`config.mk`:
```
export PLATFORM = sky130hd
export DESIGN_NAME = data_mem_responder
export DESIGN_NICKNAME = d
export VERILOG_FILES = /design/src/rtl/data_mem_responder_pkg.sv /design/src/rtl/data_mem_wbuf.sv /design/src/rtl/data_mem_responder.sv
export SDC_FILE = /design/constraint.sdc
export NUM_CORES = 1
export LEC_CHECK = 0
export CAP_MARGIN = 20
export CORE_UTILIZATION = 30
export CTS_BUF_LIST = sky130_fd_sc_hd__clkbuf_2
export DETAILED_ROUTE_END_ITERATION = 6
export GPL_ROUTABILITY_DRIVEN = 1
export SLEW_MARGIN = 20
export SYNTH_ARGS = -nofsm -noshare
export SYNTH_HDL_FRONTEND = slang
export SYNTH_HIERARCHICAL = 1
export SYNTH_SLANG_ARGS = --single-unit
```
`constraint.sdc`:
```
create_clock -name clk -period 7.5 [get_ports clk]
set_clock_uncertainty 0.05 [all_clocks]
set_input_delay 1.5 -clock clk [delete_from_list [all_inputs] [get_ports clk]]
set_output_delay 1.5 -clock clk [all_outputs]
set_load 0.02 [all_outputs]
```
`src/rtl/data_mem_responder_pkg.sv`:
```
// data_mem_responder_pkg: shared defaults and FSM encoding for the data memory responder
package data_mem_responder_pkg;
  localparam int DEF_AW = 10;
  localparam int DEF_WB_DEPTH = 4;
  typedef enum logic [1:0] {IDLE, WR_BUSY, RD_BUSY, RD_DONE} state_t;
endpackage

```
`src/rtl/data_mem_wbuf.sv`:
```
// data_mem_wbuf: store FIFO with associative youngest-match load lookup
module data_mem_wbuf
  import data_mem_responder_pkg::*;
#(
  parameter int AW = DEF_AW,
  parameter int DEPTH = DEF_WB_DEPTH
) (
  input  logic          clk,
  input  logic          reset,
  input  logic          push,
  input  logic          pop,
  input  logic [AW-1:0] push_addr,
  input  logic [31:0]   push_data,
  input  logic [AW-1:0] look_addr,
  output logic          full,
  output logic          empty,
  output logic [AW-1:0] head_addr,
  output logic [31:0]   head_data,
  output logic          hit,
  output logic [31:0]   hit_data
);
  localparam int PW = $clog2(DEPTH);
  logic [AW-1:0] addr_q [DEPTH];
  logic [31:0] data_q [DEPTH];
  logic [PW-1:0] wr_ptr, rd_ptr;
  logic [PW:0] count;
  assign full = count == (PW+1)'(DEPTH);
  assign empty = count == '0;
  assign head_addr = addr_q[rd_ptr];
  assign head_data = data_q[rd_ptr];
  always_ff @(posedge clk or posedge reset)
    if (reset) begin
      wr_ptr <= '0;
      rd_ptr <= '0;
      count <= '0;
    end else begin
      if (push) wr_ptr <= wr_ptr + 1'b1;
      if (pop) rd_ptr <= rd_ptr + 1'b1;
      count <= count + (PW+1)'(push) - (PW+1)'(pop);
    end
  always_ff @(posedge clk)
    if (push) begin
      addr_q[wr_ptr] <= push_addr;
      data_q[wr_ptr] <= push_data;
    end
  always_comb begin
    hit = 1'b0;
    hit_data = '0;
    for (int i = 0; i < DEPTH; i++)
      if ((PW+1)'(i) < count && addr_q[rd_ptr + PW'(i)] == look_addr) begin
        hit = 1'b1;
        hit_data = data_q[rd_ptr + PW'(i)];
      end
  end
endmodule

```
`src/rtl/data_mem_responder.sv`:
```
// data_mem_responder: CPU data port with write buffer, load bypass and single-port SRAM sequencer
module data_mem_responder
  import data_mem_responder_pkg::*;
#(
  parameter int AW = DEF_AW,
  parameter int WB_DEPTH = DEF_WB_DEPTH
) (
  input  logic          clk,
  input  logic          reset,
  input  logic          memen,
  input  logic          memwrite,
  input  logic [31:0]   aluout,
  input  logic [31:0]   writedata,
  output logic [31:0]   readdata,
  output logic          stall,
  output logic          sram_req,
  output logic          sram_we,
  output logic [AW-1:0] sram_addr,
  output logic [31:0]   sram_wdata,
  input  logic          sram_ack,
  input  logic [31:0]   sram_rdata
);
  state_t state, state_d;
  logic hit, full, empty, push, pop, issue_rd, issue_wr, load, load_miss, unused_bits;
  logic [AW-1:0] word_addr, head_addr;
  logic [31:0] head_data, hit_data, rdata_q;
  assign word_addr = aluout[AW+1:2];
  assign unused_bits = ^{aluout[31:AW+2], aluout[1:0]};
  assign load = memen & ~memwrite;
  assign load_miss = load & ~hit;
  assign push = memen & memwrite & ~full;
  assign stall = ~reset & memen & (memwrite ? full : ~(hit | state == RD_DONE));
  assign readdata = (reset | ~load) ? '0 : hit ? hit_data : state == RD_DONE ? rdata_q : '0;
  data_mem_wbuf #(.AW(AW), .DEPTH(WB_DEPTH)) u_wbuf (
    .clk(clk),
    .reset(reset),
    .push(push),
    .pop(pop),
    .push_addr(word_addr),
    .push_data(writedata),
    .look_addr(word_addr),
    .full(full),
    .empty(empty),
    .head_addr(head_addr),
    .head_data(head_data),
    .hit(hit),
    .hit_data(hit_data)
  );
  always_ff @(posedge clk or posedge reset)
    if (reset) state <= IDLE;
    else state <= state_d;
  always_comb begin
    state_d = state;
    issue_rd = 1'b0;
    issue_wr = 1'b0;
    pop = 1'b0;
    case (state)
      IDLE:
        if (load_miss) begin
          state_d = RD_BUSY;
          issue_rd = 1'b1;
        end else if (!empty) begin
          state_d = WR_BUSY;
          issue_wr = 1'b1;
        end
      WR_BUSY:
        if (sram_ack) begin
          state_d = IDLE;
          pop = 1'b1;
        end
      RD_BUSY: state_d = sram_ack ? RD_DONE : RD_BUSY;
      RD_DONE: state_d = IDLE;
      default: state_d = IDLE;
    endcase
  end
  always_ff @(posedge clk or posedge reset)
    if (reset) begin
      sram_req <= 1'b0;
      sram_we <= 1'b0;
      sram_addr <= '0;
      sram_wdata <= '0;
      rdata_q <= '0;
    end else begin
      if (issue_rd | issue_wr) begin
        sram_req <= 1'b1;
        sram_we <= issue_wr;
        sram_addr <= issue_wr ? head_addr : word_addr;
        sram_wdata <= issue_wr ? head_data : '0;
      end else if (sram_ack) sram_req <= 1'b0;
      if (state == RD_BUSY && sram_ack) rdata_q <= sram_rdata;
    end
endmodule

```
Word-level counts from Yosys, hierarchy flattened
Memories as Yosys holds them, arrays and structs flattened.
Index checks and enable logic that the tools add are counted.
{"block": "classes", "n_addsub": 6, "reduce_logical": 9, "mux": 30, "n_eq_ne": 10, "magnitude_cmp": 4, "bitwise_logic": 15}
{"cell": "$mux 32", "n": 8}
{"cell": "$eq 10x10->1", "n": 4}
{"cell": "$mux 1", "n": 17}
{"cell": "$mux 10", "n": 1}
{"cell": "$pmux 2 s4", "n": 1}
{"cell": "$and 1x1->1", "n": 6}
{"cell": "$lt 1x3->1 const A", "n": 2}
{"cell": "$lt 2x3->1 const A", "n": 2}
{"cell": "$mux 2", "n": 3}
{"cell": "$not 1->1", "n": 6}
{"cell": "$logic_and 1x1->1", "n": 5}
{"cell": "$add 2x1->2 const B", "n": 2}
{"cell": "$add 2x2->2 const B", "n": 2}
{"cell": "$eq 2x2->1 const B", "n": 2}
{"cell": "$add 3x1->3", "n": 1}
{"cell": "$eq 3x3->1 const B", "n": 1}
{"cell": "$logic_not 3->1", "n": 1}
{"cell": "$ne 3x3->1 const B", "n": 1}
{"cell": "$or 1x1->1", "n": 3}
{"cell": "$sub 3x1->3", "n": 1}
{"cell": "$eq 2x1->1 const B", "n": 1}
{"cell": "$logic_not 2->1", "n": 1}
{"cell": "$ne 2x2->1 const B", "n": 1}
{"cell": "$reduce_and 2->1", "n": 1}
{"cell": "$reduce_bool 2->1", "n": 1}
{"block": "totals", "regBits": 85, "n_memories": 2, "mem_bits_rw": 168, "wordCells": 85, "in_bits": 101, "output_inout_bits": 77}
{"name": "u_wbuf.data_q", "words": 4, "width": 32, "rd": 4, "rd_clocked_by_memory_dff": 0, "wr": 1, "line_no": "data_mem_wbuf.sv:24", "rtl": "logic [31:0] data_q [DEPTH];"}
{"name": "u_wbuf.addr_q", "words": 4, "width": 10, "rd": 4, "rd_clocked_by_memory_dff": 0, "wr": 1, "line_no": "data_mem_wbuf.sv:23", "rtl": "logic [AW-1:0] addr_q [DEPTH];"}

Longest topological paths before layout
An unclocked memory read counts as a cell.
{"block": "logic_depth", "ltp_word": 13, "ltp_mapped": 18}

Cells and area by module
Netlist, hierarchy kept.
{"module": "data_mem_wbuf", "cells_each": 1094, "n_inst": 1, "seq_area_each_um2": 5220.0, "area_each_um2": 11673.7}
{"module": "data_mem_responder", "cells_each": 311, "n_inst": 1, "seq_area_each_um2": 1951.9, "area_each_um2": 3554.7}

Worst setup path before layout
OpenSTA, ideal clock, no wires.
{"block": "synth_timing", "path_type": "in2out", "from": "input aluout[6]", "to": "output readdata[10]", "cell_stages": 15, "slack_ns": 1.510, "required_ns": 5.950, "arrival_time_ns": 4.440, "cell_sequence": "buf_1 > xnor2_1 > nor3_1 > a22oi_1 > nor4_4 > or2_1 > buf_2 > clkbuf_1 > or3_1 > buf_6 > and3b_1 > clkbuf_1 > clkbuf_1 > a22oi_1 > nor2_1"}
{"block": "synth_via", "elab_chain_len": 8}
{"element": "start, declared", "line_no": "data_mem_responder.sv:12", "rtl": "input logic [31:0] aluout,"}
{"element": "$eq 10x10->1", "line_no": "data_mem_wbuf.sv:50", "rtl": "if ((PW+1)'(i) < count && addr_q[rd_ptr + PW'(i)] == look_addr) begin"}
{"element": "$logic_and 1x1->1", "line_no": "data_mem_wbuf.sv:50"}
{"element": "$mux 1 (3 in a row)", "line_no": "data_mem_wbuf.sv:50"}
{"element": "$mux 1 (*)", "line_no": "data_mem_wbuf.sv:50"}
{"element": "net hit", "line_no": "data_mem_responder.sv:24", "rtl": "logic hit, full, empty, push, pop, issue_rd, issue_wr, load, load_miss, unused_bits;"}
{"element": "$mux 32 (*) (2 in a row)", "line_no": "data_mem_responder.sv:33", "rtl": "assign readdata = (reset | ~load) ? '0 : hit ? hit_data : state == RD_DONE ? rdata_q : '0;"}
{"element": "end, declared", "line_no": "data_mem_responder.sv:14", "rtl": "output logic [31:0] readdata,"}
Mark *: on every way through the listed nets, which the timed path passes. The rest lies on a longest branch.

Worst setup path in the final report
{"block": "layout_timing", "from": "input aluout[4]", "to": "output readdata[3]"}
Same word-level chain as after synthesis.

==> impl_metrics.ini <==
[logic_synthesis]
synthCells = 1405
ys_seq_area_share_pct = 47.1
avgSynthCellArea_sq_um = 10.8
synth_adder_area_share_pct = 0.789
synth_top_family_by_area = multiplexers
synth_compound_area_share_pct = 13.5
syn_area_sq_um = 15200
async_flop_share_pct = 33.6
synth_enable_flop_cells = 168
ys_types = 62
synth_xor_area_share_pct = 2.70
yosys-mux-area-fraction_pct = 17.4
synth_ff_type = edfxtp_1
ys_warn_count = 6
syn_nets = 1515
ys_ff_latch = 253
synth_simple_gate_area_share_pct = 14.2

[die]
io_pins = 178
die_w_microns = 227
die_h_microns = 227
fp.coreArea_sq_um = 50100
start_util_pct = 30.4
die_area_sq_um = 51700
rows = 82

[worst_setup_path]
reg2reg_depth = 14
crit_family = simple AND/OR/NAND/NOR gates
setup.worst_path.end_class = primary output
critical_path_class = input port to primary output
max_stage_delay_ns = 0.71
worstReg2RegEnd = sram_wdata[0]$_DFFE_PP0P_
worstPathMaxFanout = 32
r2r-start = u_wbuf/rd_ptr[1]$_DFFE_PP0P_
required_ns = 5.95
r2r_setup_slack_ns = 2.67
cp.arrival_ns = 5.73
crit_buf_inv = 4
crit_chain = clkdlybuf4s50_1 > buf_4 > xnor2_1 > o32a_1 > nor4_1 > buf_4 > or2_2 > or3_2 > and3b_4 > a22oi_1 > nor2_1 > clkdlybuf4s50_1
crit_cells = 12
slowest_stage = and3b_4
start_kind = input port

[hold_path]
whs_path_depth = 1
hold_path_class = flop to flop
holdPathEnd = rdata_q[12]$_DFFE_PP0P_
hp-start = rdata_q[12]$_DFFE_PP0P_

[clocking]
htree_levels = 3
path_clk_slew_ns = 0.07
clock_latency_ns = 0.98
cts_root_buf = clkbuf_2
cts_tree = yes
clk_path_buf_depth = 3
clkSinkCount = 253
cts_buffers = 71

[route]
highest_layer = met5
routed_wl_mm = 46.0
drt-initial-drc-count = 935
dr_wl_met2_mm = 21.4
antenna_left = 0
firstDrtPassIters = 7
met1_length_mm = 20.3
viasPerCell = 5.25
wl_met3_mm = 3.08
route.detailed.drc = 0
routedWlPerCell_microns = 20.1
vias = 12000

[power]
ir_drop_v = 0.000175
total_power_mw = 5.83
p_int_mw = 3.36
clkPwrFrac_pct = 17.6
p_seq_share_pct = 36.2
combPwrFrac_pct = 46.1
switching_share_pct = 42.3
p_leak_nw = 7.14
power.switching_mw = 2.47
p_per_area_nw_per_um2 = 320

[place]
dp_cells = 2151
dpl_worst_slack_ns = 0.0770
dp_hpwl_mm = 28.4
place.gp.congestion = 0.843
numPortBuffers = 155

[sta]
setup_ws_ns = 0.222
rsz0062_at_grt = no
fin_crit_sh_pct = 97.0
final-hold-violation-count = 0
layout_min_cycle_time_ns = 7.28
setup_viol = 0
worst_pin_slew_ns = 1.02
fin_setup_tns_ns = 0
drv_slew = 0
fmax_mhz = 137
slew_headroom_pct = 31.7

[global_route]
track_usage_pct = 17.8
grt_max_degree = 93
grt_overflow = 0
antenna_found_initial = 9
first_global_vias = 12000
grt_pass1_wl_mm = 69.5

[cells_and_area]
layout.cells.non_filler = 2286
layout.nets = 1663
drive_gt1_share_pct = 15.8
area_growth_pct = 19.5

[run]
drv_cap = 0

[status]
status = finished, final reports clean
## routing by layer
layer / GRT usage, % / up-vias
li1: - / 5554
met3: 4.40 / 105
met2: 28.8 / 427
met1: 22.7 / 5905
met4: 6.93 / 10
met5: 0 / -
## cell type report
cell class	instances	area, sq um
clock inverters	24	120
clock buffers	106	531
flip-flops and latches	253	7180
diodes	4	10.0
fillers	5072	31900
repair buffers	201	2010
well taps	672	841
multi-input cells	1011	7450
inverters	15	61.3
## worst max path at each step
stage | startpoint | to
2_1_floorplan | aluout[6] | readdata[10]
3_3_place_gp | aluout[4] | readdata[2]
3_5_place_dp | aluout[4] | readdata[2]
4_1_cts | u_wbuf/rd_ptr[1]$_DFFE_PP0P_ | readdata[2]
5_1_grt | u_wbuf/rd_ptr[0]$_DFFE_PP0P_ | readdata[11]
6_report | aluout[4] | readdata[3]
## power groups by stage
stage          logic [mW]  clock network (mW)  registers (mW)
2_1_floorplan        1.86                   0            2.13
3_3_place_gp         2.60                   0            2.15
3_5_place_dp         2.64                   0            2.16
4_1_cts              2.66                1.07            2.13
5_1_grt              2.92                1.14            2.16
6_report             2.69                1.03            2.11
## cell families (layout without fill, tap and decap cells)
kind of cell,Yosys count,count (layout)
AO/OA/AOI/OAI,283,283
XOR/XNOR,47,47
adder cells (fa/ha/maj),9,9
buffers and inverters,141,346
flip-flops,253,253
multiplexers,247,247
other,0,4
AND/OR/NAND/NOR,425,425
## metrics by stage
stage                     util, %  hold slack, ns  area (sq um)
after floorplan                 -           0.415         15200
after global placement       35.0           0.425         17500
after detailed placement     35.0           0.432         17500
after CTS                    36.3           0.448         18200
after global routing         36.4           0.462         18200
final                        36.4           0.443         18200
## sequential cells by signal, indices dropped and copies added (netlist names)
signal and count:
u_wbuf/data_q 128, u_wbuf/addr_q 40, rdata_q 32, sram_wdata 32, sram_addr 10, u_wbuf/count 3
state 2, u_wbuf/rd_ptr 2, u_wbuf/wr_ptr 2, sram_req 1, sram_we 1
## repair_timing
item	4_1_cts	5_1_grt
setup endpoints to repair	0	32
setup buffers	0	1
hold buffers	0	0
resized for setup	0	1
## worst reg2reg max path, cell delays in order (launching register included)
cell and delay [ns]:
dfrtp_4 0.75, mux2i_1 0.31, xnor2_1 0.08, nor4_1 0.47, mux2i_1 0.20, nor4_1 0.63, buf_4 0.24, or2_2 0.15
or3_2 0.16, buf_12 0.24, nor3b_2 0.08, buf_4 0.21, nor3_4 0.51, buf_4 0.45, a22o_1 0.21
## synth_stat cells, drive strengths merged, types with 4 or more instances
| cell type | n | area share, % |
|---|---|---|
| nor4 | 9 | 0.61 |
| buf | 57 | 2.2 |
| nand3b | 4 | 0.20 |
| a21boi | 31 | 1.5 |
| xor2 | 9 | 0.52 |
| edfxtp | 168 | 33 |
| mux4 | 5 | 0.74 |
| nand2 | 172 | 4.2 |
| nor2 | 108 | 2.7 |
| o211a | 32 | 2.1 |
| nor3 | 42 | 1.4 |
| a22oi | 35 | 1.7 |
| nor3b | 4 | 0.30 |
| o21ai | 4 | 0.16 |
| nand3 | 21 | 0.69 |
| or4bb | 20 | 1.5 |
| and2 | 4 | 0.16 |
| nand4 | 10 | 0.41 |
| a211o | 32 | 1.8 |
| nand4bb | 11 | 0.81 |
| mux2i | 145 | 9.5 |
| xnor2 | 38 | 2.2 |
| inv | 15 | 0.37 |
| ha | 8 | 0.66 |
| nand4b | 10 | 0.58 |
| dfrtp | 85 | 14 |
| a22o | 33 | 1.9 |
| clkbuf | 69 | 1.7 |
| a21oi | 98 | 3.2 |
| mux2 | 97 | 7.2 |
## layout by cell type, fill, tap and decap left out, types with 3 or more instances in the layout
cell type        Yosys  final
clkbuf_2             0    106
mux2i_1            145    145
mux2_1              33     33
xnor2_1             38     38
mux4_2               5      5
edfxtp_1           168    168
nand3b_1             4      4
clkinv_2             0      3
nand3_1             21     21
nor3_1              41     40
a21oi_1             98     98
nor2_1             107    107
a22o_1              33     33
inv_2                2      4
a31oi_1              3      3
mux2_2              64     64
a21boi_0            31     31
nor4_1               6      6
ha_1                 8      8
buf_12               0      9
inv_1               13     12
and2_2               0      4
nand2_1            172    172
a22oi_1             35     35
or4bb_1             20     20
a211o_1             32     32
diode_2              0      4
clkinv_1             0     17
nand4bb_1           11     11
dfrtp_1             85     83
xor2_1               9      9
buf_4                6     37
clkdlybuf4s50_1      0    155
nand4_1             10     10
nand4b_1            10     10
o211a_1             32     32
Note: power is estimated with default switching activity, not from simulation.
